`src/rtl/usb_depacketizer_pkg.sv`:
```
// Shared constants and types for the USB stream packetizer/depacketizer pair.
// The packetizer imports the same marker and packet-length defaults, so both ends
// always agree on framing.
package usb_depacketizer_pkg;

    // Receive framing state.
    typedef enum logic [1:0] {
        StHunt,
        StVerify,
        StLocked
    } state_e;

    // Low byte carried by every trailer word.
    localparam logic [7:0] MarkerDefault = 8'hA0;

    // Words per packet, trailer included.
    localparam int unsigned PktWordsDefault = 256;

endpackage

```
`src/rtl/sat_counter.sv`:
```
// Saturating up-counter used for the depacketizer error statistics.
// Ports:
//   clk   - system clock
//   rst   - synchronous active-high reset, clears the count
//   inc   - increment request, ignored once the count is all ones
//   count - current count
module sat_counter #(
    parameter int unsigned WIDTH = 16
) (
    input  logic             clk,
    input  logic             rst,
    input  logic             inc,
    output logic [WIDTH-1:0] count
);

    logic [WIDTH-1:0] count_q;
    logic [WIDTH-1:0] count_d;

    always_comb begin
        count_d = count_q;
        if (inc && (count_q != '1)) begin
            count_d = count_q + 1'b1;
        end
    end

    always_ff @(posedge clk) begin
        if (rst) begin
            count_q <= '0;
        end else begin
            count_q <= count_d;
        end
    end

    assign count = count_q;

endmodule

```
`src/rtl/usb_depacketizer.sv`:
```
// Receive-side USB stream depacketizer. Finds packet framing in a 16-bit
// ready/valid word stream, strips the {seq, marker} trailer of every packet,
// forwards payload words with zero latency and checks marker/sequence continuity.
// Ports:
//   clk, rst           - clock, synchronous active-high reset
//   s_data_i/valid/rdy - upstream word stream (from the USB FIFO)
//   m_data/valid/last  - payload stream to the sample consumer, m_ready_i backpressure
//   locked_o           - framing locked
//   seq_o              - sequence number of the last accepted valid trailer
//   seq_err_o          - pulse: good marker, unexpected sequence number
//   mark_err_o         - pulse: bad marker while locked, lock lost
//   seq_err_cnt_o      - saturating count of seq_err_o pulses
//   lock_loss_cnt_o    - saturating count of mark_err_o pulses
// PKT_WORDS must be at least 3.
module usb_depacketizer
    import usb_depacketizer_pkg::*;
#(
    parameter int unsigned PKT_WORDS = PktWordsDefault,
    parameter logic [7:0]  MARKER    = MarkerDefault,
    parameter int unsigned ERR_W     = 16
) (
    input  logic             clk,
    input  logic             rst,
    input  logic [15:0]      s_data_i,
    input  logic             s_valid_i,
    output logic             s_ready_o,
    output logic [15:0]      m_data_o,
    output logic             m_valid_o,
    output logic             m_last_o,
    input  logic             m_ready_i,
    output logic             locked_o,
    output logic [7:0]       seq_o,
    output logic             seq_err_o,
    output logic             mark_err_o,
    output logic [ERR_W-1:0] seq_err_cnt_o,
    output logic [ERR_W-1:0] lock_loss_cnt_o
);

    localparam int unsigned    PosW    = $clog2(PKT_WORDS);
    localparam logic [PosW-1:0] PosLast = PosW'(PKT_WORDS - 1);
    localparam logic [PosW-1:0] PosPen  = PosW'(PKT_WORDS - 2);

    state_e          state_q, state_d;
    logic [PosW-1:0] pos_q, pos_d;
    logic [7:0]      cand_q, cand_d;
    logic [7:0]      seq_q, seq_d;
    logic            seq_err_q, seq_err_d;
    logic            mark_err_q, mark_err_d;

    logic       at_trailer;
    logic       payload_slot;
    logic       accept;
    logic [7:0] word_lo;
    logic [7:0] word_hi;
    logic       marker_ok;

    assign at_trailer   = (pos_q == PosLast);
    assign payload_slot = (state_q == StLocked) && !at_trailer;
    assign word_lo      = s_data_i[7:0];
    assign word_hi      = s_data_i[15:8];
    assign marker_ok    = (word_lo == MARKER);

    // Trailers are always consumed, even under downstream backpressure.
    assign s_ready_o = payload_slot ? m_ready_i : 1'b1;
    assign m_valid_o = payload_slot && s_valid_i;
    assign m_last_o  = (state_q == StLocked) && (pos_q == PosPen);
    assign m_data_o  = s_data_i;
    assign accept    = s_valid_i && s_ready_o;

    always_comb begin
        state_d    = state_q;
        pos_d      = pos_q;
        cand_d     = cand_q;
        seq_d      = seq_q;
        seq_err_d  = 1'b0;
        mark_err_d = 1'b0;

        if (accept) begin
            unique case (state_q)
                StHunt: begin
                    if (marker_ok) begin
                        cand_d  = word_hi;
                        pos_d   = '0;
                        state_d = StVerify;
                    end
                end
                StVerify: begin
                    if (!at_trailer) begin
                        pos_d = pos_q + 1'b1;
                    end else if (!marker_ok) begin
                        pos_d   = '0;
                        state_d = StHunt;
                    end else if (word_hi == cand_q + 8'd1) begin
                        seq_d   = word_hi;
                        pos_d   = '0;
                        state_d = StLocked;
                    end else begin
                        // Spacing held but sequence broken: restart verification here.
                        cand_d = word_hi;
                        pos_d  = '0;
                    end
                end
                StLocked: begin
                    if (!at_trailer) begin
                        pos_d = pos_q + 1'b1;
                    end else if (marker_ok) begin
                        seq_err_d = (word_hi != seq_q + 8'd1);
                        seq_d     = word_hi;
                        pos_d     = '0;
                    end else begin
                        // The corrupt word is dropped, not reconsidered as a candidate.
                        mark_err_d = 1'b1;
                        pos_d      = '0;
                        state_d    = StHunt;
                    end
                end
                default: begin
                    pos_d   = '0;
                    state_d = StHunt;
                end
            endcase
        end
    end

    always_ff @(posedge clk) begin
        if (rst) begin
            state_q    <= StHunt;
            pos_q      <= '0;
            cand_q     <= '0;
            seq_q      <= '0;
            seq_err_q  <= 1'b0;
            mark_err_q <= 1'b0;
        end else begin
            state_q    <= state_d;
            pos_q      <= pos_d;
            cand_q     <= cand_d;
            seq_q      <= seq_d;
            seq_err_q  <= seq_err_d;
            mark_err_q <= mark_err_d;
        end
    end

    assign locked_o   = (state_q == StLocked);
    assign seq_o      = seq_q;
    assign seq_err_o  = seq_err_q;
    assign mark_err_o = mark_err_q;

    sat_counter #(
        .WIDTH(ERR_W)
    ) u_seq_err_cnt (
        .clk  (clk),
        .rst  (rst),
        .inc  (seq_err_q),
        .count(seq_err_cnt_o)
    );

    sat_counter #(
        .WIDTH(ERR_W)
    ) u_lock_loss_cnt (
        .clk  (clk),
        .rst  (rst),
        .inc  (mark_err_q),
        .count(lock_loss_cnt_o)
    );

endmodule

```
`config.mk`:
```
export PLATFORM = sky130hd
export DESIGN_NAME = usb_depacketizer
export DESIGN_NICKNAME = d
export VERILOG_FILES = /design/src/rtl/usb_depacketizer_pkg.sv /design/src/rtl/sat_counter.sv /design/src/rtl/usb_depacketizer.sv
export SDC_FILE = /design/constraint.sdc
export NUM_CORES = 1
export LEC_CHECK = 0
export BUFFER_PORTS_ARGS = -buffer_cell sky130_fd_sc_hd__buf_2
export CAP_MARGIN = 10
export CORE_MARGIN = 5
export CORE_UTILIZATION = 35
export DETAILED_ROUTE_END_ITERATION = 16
export HOLD_SLACK_MARGIN = 0.08
export PLACE_DENSITY = 0.59
export SLEW_MARGIN = 0
export SYNTH_ARGS = -nofsm -noshare
export SYNTH_HDL_FRONTEND = slang
export SYNTH_HIERARCHICAL = 1
export SYNTH_SLANG_ARGS = --single-unit
```
`constraint.sdc`:
```
create_clock -name clk -period 3.7 [get_ports clk]
set_input_delay 0.37 -clock clk [delete_from_list [all_inputs] [get_ports clk]]
set_output_delay 0.37 -clock clk [all_outputs]
set_load 0.005 [all_outputs]
```
==> results.json, run 1 <==
{
  "standard_cell_with_the_maximum_stage_delay_on_the_critical_path": "sky130_fd_sc_hd__nand3_1",
  "power.leakage_nw": 1.70,
  "design.core.area_sq_um": 11300,
  "status": "finished clean",
  "postPlaceCellArea_sq_um": 4390,
  "cts-buffers-inserted": 9,
  "drc_errors": 0,
  "final_cells": 691,
  "synthArstFlopShare": 0,
  "synth_top_family_by_area": "simple AND/OR/NAND/NOR gates",
  "place_worst_setup_slack_ns": 0.952,
  "ctsRootBufferMaster": "sky130_fd_sc_hd__clkbuf_16",
  "antenna_found_initial": 0,
  "floorplan.rows": 39,
  "ys_seq_elements": 60,
  "grt_max_degree": 52,
  "grt_first_pass_wirelength_um": 17300,
  "cp-end-kind": "register",
  "cts.repair_timing.setup_buffer_count": 0,
  "buffer_ports.inserted": 81,
  "timing.critical_path.required_ns": 3.91,
  "synthToLayoutAreaGrowth_pct": 17.5,
  "synth_largest_area_cell": "sky130_fd_sc_hd__dfxtp_1",
  "final_antenna_net_count": 0,
  "via_count": 3863,
  "post_cts_hold_buffer_count": 0,
  "synth-compound-area-share": 0.192,
  "synthDominantCellAreaShare": 0.301,
  "gp_congestion": 0.801,
  "postLayoutCoreUtil": 0.416,
  "drt-wirelength-per-cell_um": 15.3,
  "synth_flop_cell": "sky130_fd_sc_hd__dfxtp_1",
  "synth_top_cells_by_count": "sky130_fd_sc_hd__dfxtp_1 (60), sky130_fd_sc_hd__a21oi_1 (38), sky130_fd_sc_hd__nor2_1 (38), sky130_fd_sc_hd__nand3_1 (29), sky130_fd_sc_hd__o21ai_0 (24)",
  "synth_top_cells_by_area": "sky130_fd_sc_hd__dfxtp_1 (30%), sky130_fd_sc_hd__a21oi_1 (4.8%), sky130_fd_sc_hd__nand3_1 (3.6%)",
  "clk_latency_ns": 0.33,
  "synthSimpleGateAreaFrac": 0.331,
  "synth-xor-area-share": 0.0502,
  "hold_violations": 0,
  "fp.dieArea_sq_um": 13600,
  "vdd_drop_max_v": 0.000190,
  "antenna_cells": 0,
  "cts_resized": 0,
  "detail_route.iter0.violations": 286,
  "setup-violations-final": 0,
  "data_arrival_critical_path_ns": 2.78,
  "min_path_type": "input port to register",
  "final_nets": 573,
  "timing.critical_path.slowest_cell_delay_ns": 0.62,
  "clock_tree_from_tritoncts": "built",
  "max-cap-violations": 0,
  "global_route.overflow_total": 0,
  "cp_num_buf_inv": 0,
  "post_route_setup_slack_ns": 1.13,
  "finalMaxSlewViolations": 0,
  "power.density_cell_area_nw_per_um2": 358,
  "worstSetupStartpointType": "register",
  "post_synth_mux_area_share": 0.0307,
  "synth_fp_nets": 514,
  "fin_worst_skew_ns": 0.00580,
  "cts_htree_levels": 3,
  "worst_setup_hold_path_clk_slew_ns": 0.05,
  "dpl.hpwl_um": 7500,
  "layout.cell_area.non_filler_sq_um": 4690,
  "worstPathMaxFanout": 24,
  "netlist_area_sq_um": 3990,
  "rsz0062_at_grt": "no",
  "synth_warnings": 6,
  "tightest_slew_ns": 0.870,
  "post_synth_inst_count": 485,
  "synth_sequential_area_ratio": 0.301,
  "cts_max_path_buffers": 2,
  "place.detailed.instances": 676,
  "timing.critical_path.max_delay_family": "simple AND/OR/NAND/NOR gates",
  "fill_cells": 1105,
  "io-pin-count": 82,
  "post_route_cells_drive_above_1_share": 0.215,
  "synth.distinct_cells": 65,
  "routed_via_density": 5.59,
  "critical_path.cell_chain": "ha_1 -> nand3_2 -> nor2_1 -> nand3_1 -> nand3b_1 -> o31ai_1 -> a211o_1",
  "ff2ff_setup_slack_ns": 1.13,
  "min_period_over_period": 0.694,
  "global_route.usage.total": 0.157,
  "die_width_um": 117,
  "start_util": 0.354,
  "dieHeight_um": 117,
  "clock.fmax_mhz": 389,
  "synth-edff-count": 0,
  "max_slew_headroom": 0.420,
  "final.min_clock_period_ns": 2.57,
  "synth_most_common_cell": "sky130_fd_sc_hd__dfxtp_1",
  "cts_num_sinks": 60,
  "wirelength_um": 10600,
  "synth_fa_ha_area_frac": 0.0282,
  "avgSynthCellArea_sq_um": 8.22,
  "setup.worst_path.class": "register to register",
  "dr.pass1.iters": 5,
  "setup_total_negative_slack_ns": 0,
  "via_count_of_the_first_global_routing_pass": 3633
}
-- cell families (layout without fill, tap and decap cells) --
group,after synthesis,in the layout
AND/OR/NAND/NOR,216,216
AO/OA/AOI/OAI,114,114
flip-flops,60,60
buffers and inverters,52,115
XOR/XNOR,22,22
multiplexers,12,12
adder cells (fa/ha/maj),9,9
-- sequential cells by signal, summed over array words and instances, names as in the netlist --
register	count
u_lock_loss_cnt/count	16
u_seq_err_cnt/count	16
cand_q	8
pos_q	8
seq_o	8
state_q	2
mark_err_o	1
seq_err_o	1
-- worst reg2reg max path: cells and delay by family, from the launching register on --
kind,cells,cell delay (ns)
and+or+nand+nor,4,1.44
DFF,1,0.42
AOI/OAI and AO/OA,2,0.34
adders and majority gates,1,0.24
-- path summary, 6_finish.rpt --
path / cells past startpoint / startpoint / to
min reg2reg: 2 / cand_q[1]$_SDFFE_PP0P_ / cand_q[1]$_SDFFE_PP0P_
max: 7 / pos_q[0]$_SDFFE_PP0P_ / seq_o[6]$_SDFFE_PP0P_
min: 3 / s_data_i[12] / cand_q[4]$_SDFFE_PP0P_
max reg2reg: 7 / pos_q[0]$_SDFFE_PP0P_ / seq_o[6]$_SDFFE_PP0P_
-- cell type report --
type | count | area (sq um) | area share
flip-flops and latches | 60 | 1200 | 0.256
clock buffers | 11 | 253 | 0.0539
repair buffers | 83 | 420 | 0.0897
multi-input cells | 373 | 2520 | 0.538
inverters | 17 | 63.8 | 0.0136
well taps | 143 | 179 | 0.0382
clock inverters | 4 | 48.8 | 0.0104
-- through the flow --
| stage | hold slack, ns | total power (W) |
|---|---|---|
| 2_1_floorplan | 0.465 | 0.000796 |
| 3_3_place_gp | 0.480 | 0.000835 |
| 5_1_grt | 0.384 | 0.00175 |
| 3_5_place_dp | 0.486 | 0.000838 |
| 4_1_cts | 0.360 | 0.00170 |
| 6_report | 0.372 | 0.00168 |
-- metal layers --
| metal | wire length (um) | vias to the layer above | GRT usage |
|---|---|---|---|
| met2 | 4890 | 118 | 0.252 |
| met3 | 617 | 26 | 0.0415 |
| met1 | 4800 | 1791 | 0.197 |
| met4 | 263 | 0 | 0.0688 |
| met5 | 0 | - | 0 |
| li1 | - | 1928 | - |
-- cell usage in the layout (no fill, tap or decap), types with 15 or more instances in the layout --
cell and instances:
sky130_fd_sc_hd__xnor2_1 15, sky130_fd_sc_hd__inv_1 17, sky130_fd_sc_hd__nor2_1 38, sky130_fd_sc_hd__nand3_1 29, sky130_fd_sc_hd__nand2_1 21, sky130_fd_sc_hd__a21oi_1 38, sky130_fd_sc_hd__buf_2 81, sky130_fd_sc_hd__dfxtp_1 60
sky130_fd_sc_hd__nor3_1 18, sky130_fd_sc_hd__o21ai_0 24
-- power breakdown --
group / switching (W) / internal, W
combinational: 0.000109 / 0.0000634
clock: 0.000297 / 0.000552
sequential: 0.00000391 / 0.000652
Power figures use the tool's default switching activity.
==> inputs of run 2 (changes only) <==
--- a/config.mk
+++ b/config.mk
@@ -11,7 +11,7 @@
 export CORE_UTILIZATION = 35
 export DETAILED_ROUTE_END_ITERATION = 16
 export HOLD_SLACK_MARGIN = 0.08
-export PLACE_DENSITY = 0.59
+export PLACE_DENSITY = 0.61
 export SLEW_MARGIN = 0
 export SYNTH_ARGS = -nofsm -noshare
 export SYNTH_HDL_FRONTEND = slang
==> constraint.sdc (replaced) <==
create_clock -name clk -period 2.1 [get_ports clk]
set_input_delay 0.21 -clock clk [delete_from_list [all_inputs] [get_ports clk]]
set_output_delay 0.21 -clock clk [all_outputs]
set_load 0.005 [all_outputs]
==> run 2 against run 1 <==
Effect of this change:
- via count grew 4.2%
- maximum frequency increased by 27%
- worst setup slack got worse by 1.1 ns
- global-route usage grew 0.55 points
- critical endpoint is now cand_q[5]$_SDFFE_PP0P_
- largest power group unchanged
- highest routed layer unchanged
==> results.json, run 2 (same netlist as run 1, synthesis figures left out) <==
{
  "worst_setup_hold_path_clk_slew_ns": 0.05,
  "finalMaxSlewViolations": 0,
  "commonest_non_fill_non_tap_cell_in_the_layout": "sky130_fd_sc_hd__buf_2",
  "clk_latency_ns": 0.33,
  "cts_num_sinks": 60,
  "final_nets": 599,
  "detail_route.iter0.violations": 290,
  "hold_violations": 0,
  "grt_max_degree": 46,
  "dpl.hpwl_um": 7940,
  "power.leakage_nw": 1.83,
  "fill_cells": 1124,
  "final_cells": 717,
  "wirelength_um": 10900,
  "ff2ff_setup_slack_ns": 0.07,
  "io-pin-count": 82,
  "max_slew_headroom": 0.459,
  "design.core.area_sq_um": 11300,
  "critical_path.cell_chain": "ha_2 -> nand3_2 -> or2_4 -> or4b_4 -> o22ai_4 -> o21ai_0 -> a21oi_1",
  "final.min_clock_period_ns": 2.03,
  "timing.critical_path.required_ns": 2.36,
  "place.detailed.instances": 702,
  "clock.fmax_mhz": 493,
  "start_util": 0.354,
  "ctsRootBufferMaster": "sky130_fd_sc_hd__clkbuf_16",
  "data_arrival_critical_path_ns": 2.29,
  "share_seq_of_total_power": 0.403,
  "postLayoutCoreUtil": 0.438,
  "global_route.usage.total": 0.162,
  "max-cap-violations": 0,
  "postPlaceCellArea_sq_um": 4610,
  "clock_tree_from_tritoncts": "built",
  "standard_cell_with_the_maximum_stage_delay_on_the_critical_path": "sky130_fd_sc_hd__or4b_4",
  "cp-end-kind": "register",
  "post_cts_hold_buffer_count": 0,
  "buffer_ports.inserted": 81,
  "setup_total_negative_slack_ns": 0,
  "post_route_cells_drive_above_1_share": 0.280,
  "drc_errors": 0,
  "grt_first_pass_wirelength_um": 17800,
  "fp.dieArea_sq_um": 13600,
  "min_path_type": "input port to register",
  "worstPathMaxFanout": 8,
  "most-common-layout-cells": "sky130_fd_sc_hd__buf_2 (81), sky130_fd_sc_hd__dfxtp_1 (55), sky130_fd_sc_hd__nor2_1 (38)",
  "antenna_cells": 0,
  "status": "finished clean",
  "via_count_of_the_first_global_routing_pass": 3701,
  "pwr-share-clk": 0.485,
  "power.density_cell_area_nw_per_um2": 579,
  "setup-violations-final": 0,
  "vdd_drop_max_v": 0.000403,
  "layout.cell_area.non_filler_sq_um": 4940,
  "final_antenna_net_count": 0,
  "dr.pass1.iters": 4,
  "dieHeight_um": 117,
  "cts-buffers-inserted": 9,
  "setup.worst_path.class": "register to register",
  "via_count": 4024,
  "drt-wirelength-per-cell_um": 15.2,
  "tightest_slew_ns": 0.812,
  "gp_congestion": 0.899,
  "p_int_w": 0.00212,
  "floorplan.rows": 39,
  "timing.critical_path.slowest_cell_delay_ns": 0.52,
  "cts_htree_levels": 3,
  "netSwitchingPower_w": 0.000738,
  "power.total_w": 0.00286,
  "power_frac_comb": 0.112,
  "cts_max_path_buffers": 2,
  "min_period_over_period": 0.966,
  "global_route.overflow_total": 0,
  "antenna_found_initial": 0,
  "die_width_um": 117,
  "synthToLayoutAreaGrowth_pct": 23.7,
  "worstSetupStartpointType": "register",
  "routed_via_density": 5.61,
  "power.switching_fraction": 0.258,
  "fin_worst_skew_ns": 0.00755
}
## run 2: cell type report
class	count	area [sq um]	area share
clock buffer	11	253	0.0512
clock inverter	4	25.0	0.00507
inverter	17	63.8	0.0129
multi-input combinational	373	2570	0.520
sequential	60	1210	0.245
tap	143	179	0.0362
timing repair buffer	109	641	0.130
## run 2: layer usage
metal,vias up,GRT usage,routed length (um)
met5,-,0,0
met4,0,0.0573,222
met3,21,0.0461,668
met2,109,0.264,5140
met1,1899,0.204,4880
li1,1995,-,-
## run 2: path summary, 6_finish.rpt
kind,end,cells past startpoint,startpoint
worst max register to register,cand_q[5]$_SDFFE_PP0P_,7,pos_q[0]$_SDFFE_PP0P_
worst min register to register,cand_q[1]$_SDFFE_PP0P_,2,cand_q[1]$_SDFFE_PP0P_
worst max-delay path,cand_q[5]$_SDFFE_PP0P_,7,pos_q[0]$_SDFFE_PP0P_
worst min-delay path,cand_q[0]$_SDFFE_PP0P_,3,s_data_i[8]
## run 2: power groups by stage
stage,Clock (W),Sequential [W],Combinational (W)
2_1_floorplan,0,0.00118,0.000225
3_3_place_gp,0,0.00118,0.000310
3_5_place_dp,0,0.00118,0.000316
4_1_cts,0.00143,0.00115,0.000318
5_1_grt,0.00148,0.00115,0.000362
6_report,0.00139,0.00115,0.000320
## run 2: worst max-delay path, delay by kind of cell, from the launching register on
kind / cells / cell delay [ns]
flip-flops: 1 / 0.33
AND/OR/NAND/NOR: 3 / 0.88
AO/OA/AOI/OAI: 3 / 0.55
adder cells (fa/ha/maj): 1 / 0.20
## run 2: timing repair
action | in CTS | in global routing
gates resized for setup | 0 | 28
setup endpoints to repair | 0 | 21
setup buffers | 0 | 0
## run 2: through the flow
step | hold slack [ns] | setup slack (ns)
6_report | 0.205 | 0.0713
5_1_grt | 0.201 | -0.0100
4_1_cts | 0.209 | 0.0187
3_5_place_dp | 0.486 | 0.0312
3_3_place_gp | 0.484 | 0.0430
2_1_floorplan | 0.367 | 0.00964
